`config.mk`:
```
export PLATFORM = sky130hd
export DESIGN_NAME = serial_adder
export DESIGN_NICKNAME = d
export VERILOG_FILES = /design/src/rtl/serial_adder.sv
export SDC_FILE = /design/constraint.sdc
export NUM_CORES = 1
export LEC_CHECK = 0
export CAP_MARGIN = 40
export CORE_MARGIN = 2
export CORE_UTILIZATION = 40
export CTS_CLUSTER_SIZE = 12
export DETAILED_ROUTE_END_ITERATION = 8
export HOLD_SLACK_MARGIN = 0.08
export PLACE_DENSITY_LB_ADDON = 0.08
export SYNTH_ARGS = -nofsm -noshare
export SYNTH_HDL_FRONTEND = slang
export SYNTH_SLANG_ARGS = --single-unit
export TNS_END_PERCENT = 50
```
`constraint.sdc`:
```
create_clock -name clk -period 2.07 [get_ports clk]
set_clock_uncertainty 0.05 [all_clocks]
set_input_delay 0.5175 -clock clk [delete_from_list [all_inputs] [get_ports clk]]
set_output_delay 0.5175 -clock clk [all_outputs]
set_load 0.02 [all_outputs]
```
`src/rtl/serial_adder.sv`:
```
// Bit-serial adder: latches a, b, cin on start and adds one bit pair per
// clock LSB-first. The result appears on sum/cout with a one-cycle done pulse.
// Ports: clk, rst_n (async, active-low), start, a, b, cin -> busy, done,
//   sum, cout, and ovf (signed overflow) when SERIAL_ADDER_OVF_EN is defined.
module serial_adder #(
  parameter int WIDTH = 8
) (
  input  logic             clk,
  input  logic             rst_n,
  input  logic             start,
  input  logic [WIDTH-1:0] a,
  input  logic [WIDTH-1:0] b,
  input  logic             cin,
  output logic             busy,
  output logic             done,
`ifdef SERIAL_ADDER_OVF_EN
  output logic             ovf,
`endif
  output logic [WIDTH-1:0] sum,
  output logic             cout
);

  localparam int CW = $clog2(WIDTH);

  typedef enum logic {
    IDLE,
    RUN
  } state_t;

  state_t state, state_nxt;

  logic [WIDTH-1:0] sh_a, sh_a_nxt;
  logic [WIDTH-1:0] sh_b, sh_b_nxt;
  logic [WIDTH-1:0] sh_s, sh_s_nxt;
  logic [WIDTH-1:0] sum_nxt;
  logic [CW-1:0]    cnt, cnt_nxt;
  logic             carry, carry_nxt;
  logic             busy_nxt, done_nxt, cout_nxt;
  logic             s_bit, c_bit, last;
`ifdef SERIAL_ADDER_OVF_EN
  logic             ovf_nxt;
`endif

  // full-adder cell on the current LSB pair
  assign s_bit = sh_a[0] ^ sh_b[0] ^ carry;
  assign c_bit = (sh_a[0] & sh_b[0])
               | (carry & (sh_a[0] ^ sh_b[0]));
  assign last  = (cnt == CW'(WIDTH - 1));

  always_ff @(posedge clk or negedge rst_n) begin
    if (!rst_n) state <= IDLE;
    else        state <= state_nxt;
  end

  always_comb begin
    state_nxt = state;
    sh_a_nxt  = sh_a;
    sh_b_nxt  = sh_b;
    sh_s_nxt  = sh_s;
    carry_nxt = carry;
    cnt_nxt   = cnt;
    busy_nxt  = busy;
    done_nxt  = 1'b0;
    sum_nxt   = sum;
    cout_nxt  = cout;
`ifdef SERIAL_ADDER_OVF_EN
    ovf_nxt   = ovf;
`endif
    unique case (state)
      IDLE: begin
        if (start) begin
          sh_a_nxt  = a;
          sh_b_nxt  = b;
          sh_s_nxt  = '0;
          carry_nxt = cin;
          cnt_nxt   = '0;
          busy_nxt  = 1'b1;
          state_nxt = RUN;
        end
      end
      RUN: begin
        sh_a_nxt  = sh_a >> 1;
        sh_b_nxt  = sh_b >> 1;
        sh_s_nxt  = {s_bit, sh_s[WIDTH-1:1]};
        carry_nxt = c_bit;
        cnt_nxt   = cnt + CW'(1);
        if (last) begin
          sum_nxt   = {s_bit, sh_s[WIDTH-1:1]};
          cout_nxt  = c_bit;
          done_nxt  = 1'b1;
          busy_nxt  = 1'b0;
          state_nxt = IDLE;
`ifdef SERIAL_ADDER_OVF_EN
          // carry into the MSB differs from carry out of it
          ovf_nxt   = carry ^ c_bit;
`endif
        end
      end
      default: state_nxt = IDLE;
    endcase
  end

  always_ff @(posedge clk or negedge rst_n) begin
    if (!rst_n) begin
      sh_a  <= '0;
      sh_b  <= '0;
      sh_s  <= '0;
      carry <= 1'b0;
      cnt   <= '0;
      busy  <= 1'b0;
      done  <= 1'b0;
      sum   <= '0;
      cout  <= 1'b0;
`ifdef SERIAL_ADDER_OVF_EN
      ovf   <= 1'b0;
`endif
    end else begin
      sh_a  <= sh_a_nxt;
      sh_b  <= sh_b_nxt;
      sh_s  <= sh_s_nxt;
      carry <= carry_nxt;
      cnt   <= cnt_nxt;
      busy  <= busy_nxt;
      done  <= done_nxt;
      sum   <= sum_nxt;
      cout  <= cout_nxt;
`ifdef SERIAL_ADDER_OVF_EN
      ovf   <= ovf_nxt;
`endif
    end
  end

endmodule

```
Yosys cells after proc, flatten, opt, wreduce, memory -nomap -nowiden
Cells that the tools add are included.
- multiplexer cells: 18
- bitwise logic cells: 6
- add/sub/neg operators: 1
- equality and inequality tests: 3
- reduce and logical (&&, ||, !) cells: 2
- operators by type and width (cell ; number):
    $pmux W8 S2 ; 3
    $mux W8 ; 3
    $mux W1 ; 7
    $pmux W1 S2 ; 3
    $pmux W3 S2 ; 1
    $reduce_and A2 Y1 ; 2
    $add A3 B1 Y3 const B ; 1
    $eq A3 B3 Y1 const B ; 1
    $mux W3 ; 1
    $and A1 B1 Y1 ; 2
    $ne A2 B1 Y1 const B ; 1
    $ne A2 B2 Y1 const B ; 1
    $xor A1 B1 Y1 ; 2
    $not A1 Y1 ; 1
    $or A1 B1 Y1 ; 1
- logic and storage cells: 40
- bits in registers: 40

Logic depth before layout (Yosys ltp)
- word-level depth: 4
- depth in mapped cells: 4
- gate-level depth less buffers: 4

Least setup slack after synthesis
OpenSTA, ideal clock, no wires.
- kind: register to register
- from: reg cnt[0]
- to: reg cout
- stages on the path, launching flop included: 5
- library setup time: 125 ps
- clock period less this slack: 1461 ps
- path buffers: 0
- data required time: 1895 ps
- arrival: 1286 ps
- slack: 609 ps
- cell sequence: dfrtp_1 > ha_1 > ha_1 > nand2_2 > mux2_2
- longest elaborated chain between the ends: 2
- ends and longest elaborated chain (item ; RTL line ; RTL):
    start: declaration ; 36 ; logic [CW-1:0] cnt, cnt_nxt;
    start signal: assignment ; 122 ; cnt <= cnt_nxt;
    $eq A3 B3 Y1 ; 48 ; assign last = (cnt == CW'(WIDTH - 1));
    $reduce_and A2 Y1 (no source line) ; - ;
    end signal: assignment ; 126 ; cout <= cout_nxt;
    end: declaration ; 20 ; output logic cout
No other way between the ends.
A chain may end at the register's enable or synchronous reset.

Worst setup path in the final report
- from: reg busy
- to: out busy
- RTL lines (item ; RTL line ; RTL):
    start: declaration ; 14 ; output logic busy,
    start signal: assignment ; 123 ; busy <= busy_nxt;
No word-level cell between the ends.

==> metrics <==
max cap viols=0; drc violations=0; via/cell ratio=4.93; cell count after placement=212; Post-Synth Adder-Cell Area=around 3.5%; die area=roughly 4700 um2; Avg Cell Area, Syn=12.2 um2; Simple-Gate Fraction of Synth Area=7.51%; total power=approximately 3.0 mW; RR Endpoint=cout; R2R cell count=4; most instantiated cells after synthesis=39 x dfrtp_1, 19 x nand2_1, 19 x o21ai_0; Total Nets Final=193; library cells used by synthesis=18; top cells by area, synth=dfrtp_1 59%, mux2i_1 11%, mux2_2 6.1%; xor and xnor area share after synthesis=0%; CP max FO=3; DR WL/cell=between 10 and 15 um; DRT Pass-1 Iters=4; clock network latency to the later pin of the worst-skew pair=290 ps; number of global-route vias before repair=about 1.1k; period utilization=88.6%; R2R Setup Slk=~460 ps; CORE AREA=approximately 4000 um2; Starting DRT DRC Count=71; crit start category=flop; fillcell total=355; Setup CP Type=reg -> out; Most used DFF post-synth=dfrtp_1; fmax=545 MHz; TritonCTS buffer count=5; num rows=23; IO buf count=30; post-synthesis cell count=135; n_diodes=0; Hold Path Class=in -> async; FF+latch count, synth=39; die width=68.2 um; CTS sink count=39; CP endpoint kind=output port; root buffer cell=clkbuf_8; # H-tree levels=2; Cell Pwr Density=1390 nW/um2; Fin Setup TNS=0 ps; leak pwr=1.00 nW; Layout area overhead=29.8%; worst endpoint data arrival time=around 1300 ps; fin crit period=1830 ps; Die H=about 68 um; worst-path cell chain=clkdlybuf4s50_1; grt ovf=0; Total Wirelength=2790 um; Initial Util=41.5%; unrepaired setup endpoints after global routing=no; worst vdd ir=638 uV; worst slew pin tran=497 ps; outcome=finished, final reports clean; largest family of logic cells by synthesized area=multiplexers; Netlist Area Pre-Place=1650 um2; CTS resizes=0; worst path bufs/invs=1; crit path max-delay cell type=clkdlybuf4s50_1; first-pass GRT wire length=4760 um; Setup Viol. Count Final=0; hold slack=128 ps; CTS tree=done; most common cell in the netlist=dfrtp_1; Layout Cells excl Fill=220; DR vias=1085; CP delay by family, top=buffers and inverters; placed cell area=~2000 um2; # IOs=31; Clock Path Buffers=2; Ys Warns=0; EDFF count, synth=0; Worst path depth=1; final hold vios=0; Syn Nets=between 150 and 200; layout cells sized above 1=14.1%; initial antenna violation count=0; placed wire-length estimate=2040 um; normalized max-slew margin=about two thirds; RR Startpoint=cnt[0]; Yosys top cell by area=dfrtp_1; pin count of the biggest net entering global routing=32; WP data required=1500 ps; # hold bufs at CTS=0; Slew Limit Fails=0; crit-path max cell delay=610 ps; Synth Area in Compound Gates=9.10%; top-area cell type share of the netlist area=59.2%; asr flop ratio synth=100%; Placer Congestion=0.723; sequential area share after synthesis=59.2%; post-CTS setup buffer count=0; Reg clk slew, reported paths=80 ps; Final Cell Area=~2100 um2; Final ANT Viol Nets=0; mux cell area share after synthesis=17.1%; Total GRT Usage=14.4%
-- cells by family after synthesis --
family                   count (synthesis)
AND/OR/NAND/NOR                         29
adder cells (fa/ha/maj)                  4
flip-flops                              39
buffers and inverters                   10
AO/OA/AOI/OAI                           26
multiplexers                            27
-- cell usage in the layout, fill, tap and decap left out --
cell / n
dfrtp_1: 39
clkdlybuf4s50_1: 29
nand2_1: 19
o21ai_0: 19
mux2i_1: 18
mux2_2: 9
a22o_1: 5
nand2b_1: 5
clkbuf_8: 5
nor2_1: 4
buf_4: 4
ha_1: 3
inv_1: 2
bufinv_16: 2
nand2_2: 1
a21oi_1: 1
o22ai_1: 1
fa_1: 1
clkinvlp_4: 1
buf_2: 1
buf_12: 1
-- final cells by class --
cell class	instances	area, um2	share of cell area, %
well taps	50	62.6	2.92
clock inverters	3	67.6	3.16
clock buffers	5	68.8	3.21
inverters	2	7.51	0.351
flip-flops and latches	39	976	45.6
repair buffers	35	345	16.1
multi-input cells	86	613	28.6
-- layer usage --
| metal | share of wire [%] | vias up | GRT usage (%) |
|---|---|---|---|
| li1 | - | 526 | - |
| met1 | 44 | 526 | 18.8 |
| met2 | 49 | 26 | 21.8 |
| met3 | 4.4 | 7 | 3.45 |
| met4 | 2.4 | 0 | 8.25 |
| met5 | 0 | - | 0 |
-- how the worst max path moves through the flow --
| stage | startpoint | end | slack (ps) |
|---|---|---|---|
| final | busy | busy | 240 |
| after floorplan | cnt[0] | cout | 610 |
| after CTS | busy | busy | 220 |
| after detailed placement | start | sh_a[4] | 320 |
| after global placement | start | sh_a[3] | 350 |
| after global routing | busy | busy | 180 |
-- registers in the layout, summed over array words and instances, names as in the netlist --
name   count
cout       1
cnt        3
busy       1
carry      1
state      1
sh_a       8
sh_s       7
sh_b       8
done       1
sum        8
-- power by group --
group / total [mW] / switching [mW] / internal [mW]
combinational: 0.995 / 0.476 / 0.519
sequential: 1.25 / 0.185 / 1.06
clock: 0.741 / 0.261 / 0.480
total: 2.99 / 0.922 / 2.06
-- per-stage QoR --
stage | utilization, % | worst slack [ps]
2_1_floorplan | - | 609
3_3_place_gp | 50.5 | 353
3_5_place_dp | 50.5 | 318
4_1_cts | 53.9 | 220
5_1_grt | 53.9 | 184
6_report | 53.9 | 236
(Power assumes the default switching activity.)
